--- src/rtl/keypad_scan.sv ---
// keypad_scan: 4x4 active-low key matrix scanner with debounce and a valid/ack event register.
// Optional auto-repeat is compiled in when the macro KEYPAD_REPEAT_EN is defined.
module keypad_scan #(
  parameter int SCAN_DIV     = 1024,
  parameter int DEBOUNCE     = 3,
  parameter int REPEAT_DELAY = 32,
  parameter int REPEAT_RATE  = 8
) (
  input  logic       clk,
  input  logic       rst,
  input  logic [3:0] col_in,
  output logic [3:0] row_out,
  input  logic       key_ack,
  output logic [3:0] key_code,
  output logic       key_valid,
  output logic       key_down,
  output logic       overflow
);

  localparam logic [15:0] DIV_LAST = 16'(SCAN_DIV - 1);
  localparam logic [3:0]  DEB      = 4'(DEBOUNCE);

  if ((SCAN_DIV < 4) || (SCAN_DIV > 65535) || (DEBOUNCE < 1) || (DEBOUNCE > 15) ||
      (REPEAT_DELAY < 1) || (REPEAT_DELAY > 65535) || (REPEAT_RATE < 1) || (REPEAT_RATE > 65535))
  begin : g_bad_cfg
    $error("keypad_scan: parameter out of legal range");
  end

  typedef enum logic [1:0] {
    S_IDLE     = 2'd0,
    S_DEBOUNCE = 2'd1,
    S_PRESSED  = 2'd2,
    S_RELEASE  = 2'd3
  } state_t;

  // Number of low columns, saturated at 2 (two or more means MULTI).
  function automatic logic [1:0] f_count_low(input logic [3:0] v);
    logic [2:0] n;
    n = 3'(v[0]) + 3'(v[1]) + 3'(v[2]) + 3'(v[3]);
    return (n > 3'd1) ? 2'd2 : n[1:0];
  endfunction

  function automatic logic [1:0] f_low_index(input logic [3:0] v);
    logic [1:0] idx;
    if (v[0])      idx = 2'd0;
    else if (v[1]) idx = 2'd1;
    else if (v[2]) idx = 2'd2;
    else           idx = 2'd3;
    return idx;
  endfunction

  function automatic logic [1:0] f_sat_add(input logic [1:0] a, input logic [1:0] b);
    logic [2:0] s;
    s = 3'(a) + 3'(b);
    return (s > 3'd1) ? 2'd2 : s[1:0];
  endfunction

  logic [3:0]  r_col_s1, r_col_s2;
  logic [15:0] r_div;
  logic [1:0]  r_row;
  logic [3:0]  r_row_out;
  logic [1:0]  r_acc_n;
  logic [3:0]  r_acc_code;
  state_t      r_state, w_state_nxt;
  logic [3:0]  r_cnt, w_cnt_nxt;
  logic [3:0]  r_cand, w_cand_nxt;
  logic [3:0]  r_key_code;
  logic        r_key_valid, r_key_down, r_overflow;

  logic        w_dwell_end, w_frame_end;
  logic [1:0]  w_row_nxt;
  logic [3:0]  w_col_low;
  logic [1:0]  w_row_n, w_row_idx, w_tot;
  logic [3:0]  w_code;
  logic        w_none, w_single, w_match;
  logic [3:0]  w_cnt_inc;
  logic        w_emit;
  logic [3:0]  w_emit_code;
  logic        w_rep_hit;

  assign w_dwell_end = (r_div == DIV_LAST);
  assign w_frame_end = w_dwell_end && (r_row == 2'd3);
  assign w_row_nxt   = r_row + 2'd1;
  assign w_col_low   = ~r_col_s2;
  assign w_row_n     = f_count_low(w_col_low);
  assign w_row_idx   = f_low_index(w_col_low);
  assign w_tot       = f_sat_add(r_acc_n, w_row_n);
  assign w_code      = (w_row_n == 2'd1) ? {r_row, w_row_idx} : r_acc_code;
  assign w_none      = (w_tot == 2'd0);
  assign w_single    = (w_tot == 2'd1);
  assign w_match     = w_single && (w_code == r_cand);
  assign w_cnt_inc   = r_cnt + 4'd1;

  // Two-flop synchronizer for the asynchronous column inputs (idle = all high).
  always_ff @(posedge clk or negedge rst) begin
    if (!rst) begin
      r_col_s1 <= 4'hF;
      r_col_s2 <= 4'hF;
    end else begin
      r_col_s1 <= col_in;
      r_col_s2 <= r_col_s1;
    end
  end

  // Row dwell divider, row counter and registered row drive.
  always_ff @(posedge clk or negedge rst) begin
    if (!rst) begin
      r_div     <= 16'd0;
      r_row     <= 2'd0;
      r_row_out <= 4'b1110;
    end else if (w_dwell_end) begin
      r_div     <= 16'd0;
      r_row     <= w_row_nxt;
      r_row_out <= ~(4'b0001 << w_row_nxt);
    end else begin
      r_div     <= r_div + 16'd1;
    end
  end

  // Per-frame accumulation of pressed-key count and the single key's code.
  always_ff @(posedge clk or negedge rst) begin
    if (!rst) begin
      r_acc_n    <= 2'd0;
      r_acc_code <= 4'd0;
    end else if (w_frame_end) begin
      r_acc_n    <= 2'd0;
      r_acc_code <= 4'd0;
    end else if (w_dwell_end) begin
      r_acc_n    <= w_tot;
      r_acc_code <= w_code;
    end else begin
      r_acc_n    <= r_acc_n;
      r_acc_code <= r_acc_code;
    end
  end

`ifdef KEYPAD_REPEAT_EN
  localparam logic [15:0] REP_DLY  = 16'(REPEAT_DELAY);
  localparam logic [15:0] REP_RATE = 16'(REPEAT_RATE);
  logic [15:0] r_rep_cnt;
  logic        r_rep_first;
  logic [15:0] w_rep_target;
  logic [15:0] w_rep_inc;

  assign w_rep_target = r_rep_first ? REP_DLY : REP_RATE;
  assign w_rep_inc    = r_rep_cnt + 16'd1;
  assign w_rep_hit    = (w_rep_inc == w_rep_target);

  // Repeat timer: restarts whenever PRESSED is entered or left, counts held SINGLE(cand) frames.
  always_ff @(posedge clk or negedge rst) begin
    if (!rst) begin
      r_rep_cnt   <= 16'd0;
      r_rep_first <= 1'b1;
    end else if ((r_state != S_PRESSED) || (w_state_nxt != S_PRESSED)) begin
      r_rep_cnt   <= 16'd0;
      r_rep_first <= 1'b1;
    end else if (w_frame_end && w_match) begin
      if (w_rep_hit) begin
        r_rep_cnt   <= 16'd0;
        r_rep_first <= 1'b0;
      end else begin
        r_rep_cnt   <= w_rep_inc;
      end
    end else begin
      r_rep_cnt   <= r_rep_cnt;
    end
  end
`else
  assign w_rep_hit = 1'b0;
`endif

  // Debounce FSM state register.
  always_ff @(posedge clk or negedge rst) begin
    if (!rst) begin
      r_state <= S_IDLE;
      r_cnt   <= 4'd0;
      r_cand  <= 4'd0;
    end else begin
      r_state <= w_state_nxt;
      r_cnt   <= w_cnt_nxt;
      r_cand  <= w_cand_nxt;
    end
  end

  // Debounce FSM next state and event emission, evaluated on frame_end only.
  always_comb begin
    w_state_nxt = r_state;
    w_cnt_nxt   = r_cnt;
    w_cand_nxt  = r_cand;
    w_emit      = 1'b0;
    w_emit_code = r_cand;
    if (w_frame_end) begin
      case (r_state)
        S_IDLE: begin
          if (w_single) begin
            w_cand_nxt  = w_code;
            w_cnt_nxt   = 4'd1;
            w_emit_code = w_code;
            if (DEB == 4'd1) begin
              w_state_nxt = S_PRESSED;
              w_emit      = 1'b1;
            end else begin
              w_state_nxt = S_DEBOUNCE;
            end
          end else begin
            w_state_nxt = S_IDLE;
          end
        end
        S_DEBOUNCE: begin
          if (w_match) begin
            w_cnt_nxt = w_cnt_inc;
            if (w_cnt_inc == DEB) begin
              w_state_nxt = S_PRESSED;
              w_emit      = 1'b1;
            end else begin
              w_state_nxt = S_DEBOUNCE;
            end
          end else begin
            w_state_nxt = S_IDLE;
            w_cnt_nxt   = 4'd0;
          end
        end
        S_PRESSED: begin
          if (w_none) begin
            w_cnt_nxt   = 4'd1;
            w_state_nxt = (DEB == 4'd1) ? S_IDLE : S_RELEASE;
          end else if (w_match && w_rep_hit) begin
            w_emit = 1'b1;
          end else begin
            w_state_nxt = S_PRESSED;
          end
        end
        S_RELEASE: begin
          if (w_none) begin
            w_cnt_nxt   = w_cnt_inc;
            w_state_nxt = (w_cnt_inc == DEB) ? S_IDLE : S_RELEASE;
          end else begin
            // Any press while releasing is bounce: back to held, no event.
            w_state_nxt = S_PRESSED;
          end
        end
        default: begin
          w_state_nxt = S_IDLE;
          w_cnt_nxt   = 4'd0;
        end
      endcase
    end else begin
      w_state_nxt = r_state;
    end
  end

  // Event output register: oldest event wins, ack clears valid and overflow.
  always_ff @(posedge clk or negedge rst) begin
    if (!rst) begin
      r_key_code  <= 4'd0;
      r_key_valid <= 1'b0;
      r_overflow  <= 1'b0;
    end else if (w_emit) begin
      if (!r_key_valid) begin
        r_key_code  <= w_emit_code;
        r_key_valid <= 1'b1;
      end else if (key_ack) begin
        r_key_code  <= w_emit_code;
        r_overflow  <= 1'b0;
      end else begin
        r_overflow  <= 1'b1;
      end
    end else if (key_ack && r_key_valid) begin
      r_key_valid <= 1'b0;
      r_overflow  <= 1'b0;
    end else begin
      r_key_valid <= r_key_valid;
    end
  end

  // Held-key indicator follows the FSM state.
  always_ff @(posedge clk or negedge rst) begin
    if (!rst) begin
      r_key_down <= 1'b0;
    end else begin
      r_key_down <= (w_state_nxt == S_PRESSED) || (w_state_nxt == S_RELEASE);
    end
  end

  assign row_out   = r_row_out;
  assign key_code  = r_key_code;
  assign key_valid = r_key_valid;
  assign key_down  = r_key_down;
  assign overflow  = r_overflow;

endmodule

--- config.mk ---
export PLATFORM = sky130hd
export DESIGN_NAME = keypad_scan
export DESIGN_NICKNAME = d
export VERILOG_FILES = /design/src/rtl/keypad_scan.sv
export SDC_FILE = /design/constraint.sdc
export NUM_CORES = 1
export LEC_CHECK = 0
export CAP_MARGIN = 15
export CORE_MARGIN = 2
export CORE_UTILIZATION = 30
export CTS_CLUSTER_DIAMETER = 100
export DETAILED_ROUTE_END_ITERATION = 8
export DONT_BUFFER_PORTS = 1
export PLACE_DENSITY = 0.49
export SYNTH_ARGS = -nofsm -noshare
export SYNTH_HDL_FRONTEND = slang
export SYNTH_SLANG_ARGS = --single-unit
--- constraint.sdc ---
create_clock -name clk -period 5.01 [get_ports clk]
set_input_delay 1.2525 -clock clk [delete_from_list [all_inputs] [get_ports clk]]
set_output_delay 1.2525 -clock clk [all_outputs]
set_load 0.01 [all_outputs]
# After elaboration in Yosys (flattened, before gate mapping)
# Cells that the tools add are included.
word_totals:
  register_bits: 53
  out_inout_bits: 11
  elab_cells: 91
op_classes:
  addsub: 7
  n_lt_le_gt_ge: 2
  eq_ne: 16
  n_shift: 1
  n_mux: 38
  n_bitwise: 2
  reduce_logical: 11
op_table:
  columns: ["operator", "count"]
  rows:
  - ["4-bit 2-to-1 mux", 12]
  - ["2-bit 2-to-1 mux", 11]
  - ["16-bit by 1-bit adder with 16-bit output (second input constant)", 1]
  - ["16-bit by 10-bit == test with 1-bit output (second input constant)", 1]
  - ["16-bit 2-to-1 mux", 1]
  - ["4-bit one-hot mux with 4 select lines", 1]
  - ["1-bit 2-to-1 mux", 12]
  - ["2-bit == test (second input constant)", 5]
  - ["2-bit != test (second input constant)", 5]
  - ["4-bit NOT", 2]
  - ["2-bit one-hot mux with 4 select lines", 1]
  - ["2-bit by 1-bit == test with 1-bit output (second input constant)", 3]
  - ["3-bit by 1-bit > comparator with 1-bit output (second input constant)", 2]
  - ["4-bit by 1-bit adder with 4-bit output (second input constant)", 1]
  - ["4-bit by 2-bit == test with 1-bit output (second input constant)", 1]
  - ["4-bit == test", 1]
  - ["2-bit logical NOT", 2]
  - ["2-bit AND reduction", 2]
  - ["4-bit AND reduction", 1]
  - ["2-bit nonzero test", 2]
  - ["1-bit by 2-bit << shifter with 4-bit output (first input constant)", 1]
  - ["2-bit by 1-bit adder with 3-bit output", 1]
  - ["2-bit by 2-bit adder with 3-bit output", 1]
  - ["3-bit by 1-bit adder with 3-bit output", 1]
  - ["other kinds (4)", 6]

# Longest topological paths before layout
# Gate-level depths: netlist (run 1).
depth:
  ltp_word: 16
  ltp_mapped: 15
  ltp_nobuf: 15

# Worst setup path after synthesis (run 1)
# No wires, ideal clock.
synth_timing:
  kind: "reg2reg"
  startpoint: "register r_col_s2[1]"
  endpoint: "register r_key_code[0] (netlist: key_code[0])"
  setup_time_ps: 125
  t_arrival_ps: 3963
  required_ps: 4885
  path_slack_ps: 922
  path_stages_with_launch: 15
  path_buffers: 1
  period_less_slack_ps: 4088
  path_cell_list: "dfstp_2 -> fa_1 -> inv_1 -> ha_1 -> ha_1 -> clkbuf_1 -> nor2_1 -> o21a_1 -> ha_1 -> fa_1 -> or3b_2 -> nor4_1 -> mux2i_1 -> nor4b_4 -> mux2_2"
synth_between:
  elab_chain_cells: 15
synth_rtl:
  columns: ["element", "line", "source"]
  rows:
  - ["start, declared", "58", "logic [3:0] r_col_s1, r_col_s2;"]
  - ["start signal, assigned", "101", "r_col_s2 <= r_col_s1;"]
  - ["4-bit NOT (*)", "84", "assign w_col_low = ~r_col_s2;"]
  - ["1-bit by 1-bit adder with 2-bit output", "39", "n = 3'(v[0]) + 3'(v[1]) + 3'(v[2]) + 3'(v[3]);"]
  - ["2-bit by 1-bit adder with 3-bit output", "39", null]
  - ["3-bit by 1-bit adder with 3-bit output", "39", null]
  - ["3-bit by 1-bit > comparator with 1-bit output", "40", "return (n > 3'd1) ? 2'd2 : n[1:0];"]
  - ["2-bit 2-to-1 mux", "40", null]
  - ["2-bit by 2-bit adder with 3-bit output", "54", "s = 3'(a) + 3'(b);"]
  - ["3-bit by 1-bit > comparator with 1-bit output", "55", "return (s > 3'd1) ? 2'd2 : s[1:0];"]
  - ["2-bit 2-to-1 mux", "55", null]
  - ["2-bit by 1-bit == test with 1-bit output", "90", "assign w_single = (w_tot == 2'd1);"]
  - ["4-bit 2-to-1 mux or 1-bit logical AND (tied branches)", "195, 91", null]
  - ["4-bit 2-to-1 mux or 1-bit 2-to-1 mux (tied branches)", "193, 210", null]
  - ["4-bit 2-to-1 mux or 1-bit 2-to-1 mux (tied branches)", null, null]
  - ["4-bit 2-to-1 mux or 1-bit 2-to-1 mux (tied branches)", "262, 192", null]
  - ["4-bit 2-to-1 mux or 2-bit AND reduction (tied branches)", null, null]
  - ["end signal, assigned", "260", "r_key_code <= w_emit_code;"]
  - ["end signal, assigned", "263", "r_key_code <= w_emit_code;"]
  - ["end, declared", "67", "logic [3:0] r_key_code;"]
# Mark *: on every way between the ends. The rest lies on a longest branch, timed or not. The select of a mux whose other input is x is not followed.
# A chain may end at the register's enable or synchronous reset.

# Worst setup path in the final report (run 1)
# Same ends and word-level chain as after synthesis.

==> results.py, run 1 <==
metrics = {
    "outcome": {
        "status": "finished clean",
    },
    "floorplanning": {
        "die-area_um2": 9730,
        "core.rowCount": 34,
        "io-pin-count": 18,
        "initial_core_util": 0.308,
        "die_h_um": 98.7,
        "die_w_um": 98.7,
        "coreArea_um2": 8720,
    },
    "critical_path": {
        "crit_type": "reg2reg",
        "cp.required_ns": 5.21,
        "cp-start-kind": "flip-flop",
        "cp-end-kind": "flip-flop",
        "arrival_ns": 4.47,
        "critPathMaxFanout": 4,
    },
    "detailed_routing": {
        "top_layer_used": "met4",
        "wl_met2_um": 2400,
        "dr.pass1.iters": 4,
        "dr.first_iter.drc_count": 106,
        "wl_um": 5000,
        "vias": 1784,
        "drc": 0,
        "ant_nets": 0,
        "wl_met3_um": 143,
        "via_per_inst": 4.87,
        "wl_met1_um": 2340,
        "routedWlPerCell_um": 13.7,
    },
    "timing": {
        "hold_slack_ns": 0.360,
        "finalSetupTns_ns": 0,
        "setup_ws_ns": 0.741,
        "fin_crit_sh": 0.852,
        "setup_violations": 0,
        "fin_skew_ns": 0.00549,
        "period_minus_slack_ns": 4.27,
        "rsz0062_at_grt": "false",
        "final_max_slew_viol_count": 0,
        "max_freq_mhz": 234,
        "finalHoldViolCount": 0,
        "worst_slew_pin_slew_ns": 0.656,
        "slew_headroom": 0.559,
    },
    "final_layout": {
        "final_cell_mix": "dfrtp_1 (42), nand2_1 (32), o21ai_0 (17)",
        "layout_commonest_cell": "dfrtp_1",
        "final-seq-area_um2": 1340,
        "n_antenna_cell": 0,
        "finalNetCount": 279,
        "synthToLayoutAreaGrowth_pct": 7.82,
        "final_layout_size_suffix_gt1_frac": 0.128,
        "design_area_um2": 2900,
        "multi_input_area_um2": 1280,
        "fillers": 872,
    },
    "grt": {
        "grt_pass1_vias": 1849,
        "grt_overflow": 0,
        "grt_max_degree": 54,
        "antenna_found_initial": 0,
        "grt_usage": 0.115,
        "grt_pass1_wl_um": 9130,
    },
    "synthesis": {
        "yosys_warnings": 0,
        "synth-seq-area-share": 0.499,
        "syn_area_um2": 2690,
        "ys_async_sr_fraction": 1.00,
        "yosys.area.top_type": "dfrtp_1",
        "synth_seq_cells": 53,
        "synthFlopType": "dfrtp_1",
        "synth_nets": 278,
        "synth.area.top_cells": "dfrtp_1 (39%), dfstp_2 (11%), ha_1 (6.1%)",
        "netlist_instances": 256,
        "synth_edf_count": 0,
        "syn_avg_cell_area_um2": 10.5,
        "synth_top_area_frac": 0.391,
        "synth.distinct_cells": 45,
    },
    "clock_tree": {
        "cts_hold_buf": 0,
        "clk_pin_slew_worst_paths_ns": 0.09,
        "cts_buffer_depth": 2,
        "ctsResizeCount": 0,
        "clkSinkCount": 53,
        "ctsHtreeMaxLevel": 2,
        "cts_made_buffers": 5,
        "post_cts_buffers": 0,
        "cts_tree": "yes",
        "cts_root_buffer": "clkbuf_8",
        "clk_latency_ns": 0.31,
    },
    "place": {
        "placed_area_um2": 2800,
        "place_congestion": 0.780,
        "preCtsSetupSlack_ns": 0.717,
        "portBuffers": 0,
        "dp_hpwl_um": 3640,
    },
    "power": {
        "power.density_nw_per_um2": 255,
        "vdd_drop_max_v": 0.000119,
        "p_leak_nw": 1.27,
    },
    "hold_path": {
        "hp-class": "reg2reg",
    },
    "job": {
        "drv_cap": 0,
    },
}
## final cells by class
cell class                 count  share of cell area
clock inverter                 1             0.00259
inverter                      12              0.0155
tap                          108              0.0466
multi-input combinational    184               0.440
clock buffer                   7              0.0298
sequential                    53               0.462
timing repair buffer           1             0.00259
## cell families after synthesis
| logic type | Yosys count | synth area share |
|---|---|---|
| DFF | 53 | 0.499 |
| adders and majority gates | 15 | 0.0754 |
| muxes | 9 | 0.0363 |
| buffers and inverters | 19 | 0.0265 |
| AOI/OAI and AO/OA | 46 | 0.112 |
| xor gates and xnor gates | 19 | 0.0619 |
| and+or+nand+nor | 95 | 0.189 |
## power by group
| group | total, mW | switching (mW) | internal [mW] |
|---|---|---|---|
| clock network | 0.249 | 0.136 | 0.112 |
| registers | 0.436 | 0.00199 | 0.434 |
| logic | 0.0540 | 0.0310 | 0.0229 |
| total | 0.738 | 0.169 | 0.569 |
## worst max-delay path, stage by stage (launching register included)
cell     delay, ns
dfstp_2       0.57
fa_1          0.41
inv_1         0.08
ha_1          0.17
inv_1         0.05
ha_1          0.18
nor2b_1       0.16
o21a_1        0.19
ha_1          0.18
fa_1          0.49
or3b_2        0.52
nor4_1        0.17
mux2i_1       0.19
nor4b_4       0.42
mux2_2        0.38
## state kept, by name (all words and copies together) (netlist names), 4 cells and up
signal      count
r_cnt           4
r_cand          4
r_col_s2        4
row_out         4
key_code        4
r_col_s1        4
r_div          16
r_acc_code      4
## stage by stage
step / cells / util / power [mW]
2_1_floorplan: 256 / - / 0.487
5_1_grt: 366 / 0.332 / 0.783
4_1_cts: 366 / 0.332 / 0.751
3_3_place_gp: 358 / 0.322 / 0.498
6_report: 366 / 0.332 / 0.738
3_5_place_dp: 358 / 0.322 / 0.498
## metal layers
metal  track usage  vias up
li1              -      887
met1         0.152      875
met2         0.187       13
met3        0.0255        9
met4        0.0390        0
met5             0        -
## final timing paths
| kind | start | slack, ns | to | cells past startpoint |
|---|---|---|---|---|
| worst max-delay path | r_col_s2[1] | 0.74 | key_code[0] | 14 |
| worst min register to register | r_col_s1[0] | 0.36 | r_col_s2[0] | 0 |
| min in group asynchronous | rst | 0.63 | r_div[0] | 0 |
| max in group asynchronous | rst | 4.20 | r_col_s2[3] | 0 |
| worst max register to register | r_col_s2[1] | 0.74 | key_code[0] | 14 |
| worst min-delay path | r_col_s1[0] | 0.36 | r_col_s2[0] | 0 |
## cells in the mapped netlist, drive strengths merged (3+ instances only)
cell / n
dfstp: 11
mux2i: 3
mux2: 6
o21ai: 17
a21oi: 7
inv: 12
nor3: 7
dfrtp: 42
nand2: 32
xor2: 10
xnor2: 9
o31ai: 4
nand2b: 5
clkbuf: 7
and3: 7
and2: 4
nand3: 12
ha: 13
nor2: 13
Note: power is estimated with default switching activity, not from simulation.
==> run 2, diff against run 1 <==
CORE_ASPECT_RATIO = 0.9   (was not set)
==> run 2 against run 1 <==
Non-clock buffer count unchanged. Global-route usage down 0.17 points. Clock skew up 0.0042 ns. Highest routed layer unchanged. Routed wire length up 3.6%. Register-to-register slack worse by 0.03 ns. Die area about the same. Hold slack about the same. Clock power about the same. Via count up 0.50%. Largest cell class unchanged. Sequential share of layout area down 0.22 points.
==> results.py, run 2 (synthesized netlist as in run 1, its figures left out) <==
metrics = {
    "outcome": {
        "status": "finished clean",
    },
    "timing": {
        "setup_ws_ns": 0.714,
        "fin_skew_ns": 0.00971,
        "worst_slew_pin_slew_ns": 0.640,
        "max_freq_mhz": 233,
        "finalSetupTns_ns": 0,
        "rsz0062_at_grt": "false",
        "finalHoldViolCount": 0,
        "period_minus_slack_ns": 4.30,
        "setup_violations": 0,
        "final_max_slew_viol_count": 0,
        "slew_headroom": 0.570,
        "fin_crit_sh": 0.858,
    },
    "floorplanning": {
        "io-pin-count": 18,
        "die_h_um": 93.8,
        "die-area_um2": 9730,
        "core.rowCount": 32,
        "coreArea_um2": 8650,
        "initial_core_util": 0.311,
        "die_w_um": 104,
    },
    "place": {
        "placed_area_um2": 2820,
        "place_congestion": 0.761,
        "portBuffers": 0,
        "dp_hpwl_um": 3740,
        "placed_cells": 369,
        "preCtsSetupSlack_ns": 0.698,
    },
    "critical_path": {
        "crit_buf_inv": 2,
        "arrival_ns": 4.50,
        "crit_family": "adder cells",
        "cp_common_cell": "ha_1",
        "crit_type": "reg2reg",
        "critPathMaxFanout": 4,
        "cp-end-kind": "flip-flop",
        "cp-start-kind": "flip-flop",
        "cp.required_ns": 5.21,
        "critical_path.slowest_cell": "dfstp_2",
        "crit_chain": "fa_1 > inv_1 > ha_1 > inv_1 > ha_1 > nor2b_1 > o21a_1 > ha_1 > fa_1 > or3b_2 > nor4_1 > mux2i_1 > nor4b_4 > mux2_2",
        "slowest_delay_ns": 0.57,
    },
    "detailed_routing": {
        "dr.pass1.iters": 4,
        "routedWlPerCell_um": 13.7,
        "drc": 0,
        "wl_um": 5180,
        "ant_nets": 0,
        "dr.first_iter.drc_count": 89,
        "via_per_inst": 4.76,
        "vias": 1793,
    },
    "clock_tree": {
        "cts_made_buffers": 5,
        "cts_buffer_depth": 2,
        "clk_latency_ns": 0.31,
        "clkSinkCount": 53,
        "ctsResizeCount": 0,
        "cts_hold_buf": 0,
        "cts_tree": "yes",
        "ctsHtreeMaxLevel": 2,
        "clk_pin_slew_worst_paths_ns": 0.09,
        "post_cts_buffers": 0,
        "cts_root_buffer": "clkbuf_8",
    },
    "final_layout": {
        "fin_util": 0.337,
        "final_cell_mix": "dfrtp_1 (42), nand2_1 (32), o21ai_0 (17)",
        "largest_register": "r_div",
        "synthToLayoutAreaGrowth_pct": 8.33,
        "layout_commonest_cell": "dfrtp_1",
        "largest_reg_flops": 16,
        "design_area_um2": 2910,
        "final_layout_size_suffix_gt1_frac": 0.128,
        "finalNetCount": 279,
        "fin_cells": 377,
        "n_antenna_cell": 0,
    },
    "grt": {
        "met3_usage": 0.0326,
        "grtUsageMet2": 0.187,
        "antenna_found_initial": 0,
        "grt_pass1_vias": 1759,
        "grtUsageMet1": 0.143,
        "grt_overflow": 0,
        "grt_usage": 0.113,
        "busiest_layer": "met2",
        "grt_max_degree": 54,
        "grt_pass1_wl_um": 8810,
    },
    "power": {
        "power.density_nw_per_um2": 254,
        "p_leak_nw": 1.27,
        "vdd_drop_max_v": 0.0000850,
    },
    "hold_path": {
        "hp-class": "reg2reg",
    },
    "job": {
        "drv_cap": 0,
    },
}
[run 2: through the flow]
stage          hold slack [ns]  total power, mW
6_report                 0.359            0.740
5_1_grt                  0.371            0.777
4_1_cts                  0.361            0.753
3_5_place_dp             0.351            0.498
3_3_place_gp             0.346            0.497
2_1_floorplan            0.345            0.487
[run 2: power breakdown]
group          internal [mW]  switching (mW)
clock network          0.113           0.138
registers              0.434         0.00202
logic                 0.0232          0.0313
total                  0.569           0.171
[run 2: path summary, 6_finish.rpt]
kind	to	cells after the start	slack [ns]	start
hold / removal	r_col_s2[2]	0	0.36	r_col_s1[2]
setup / recovery	key_code[2]	14	0.71	r_col_s2[1]
hold reg to reg	r_col_s2[2]	0	0.36	r_col_s1[2]
max in group asynchronous	r_col_s2[0]	0	4.18	rst
setup reg to reg	key_code[2]	14	0.71	r_col_s2[1]
min in group asynchronous	r_div[8]	0	0.63	rst
[run 2: metal layers]
| metal | vias up | part of all wire |
|---|---|---|
| li1 | 887 | - |
| met1 | 869 | 0.48 |
| met2 | 29 | 0.46 |
| met3 | 8 | 0.040 |
| met4 | 0 | 0.018 |
| met5 | - | 0 |
[run 2: cell type report]
cell class	count	area (um2)
Fill cell	899	5740
Clock inverter	1	7.51
Multi-Input combinational cell	184	1280
Sequential cell	53	1340
Clock buffer	7	86.3
Tap cell	119	149
Inverter	12	45.0
Timing Repair Buffer	1	7.51
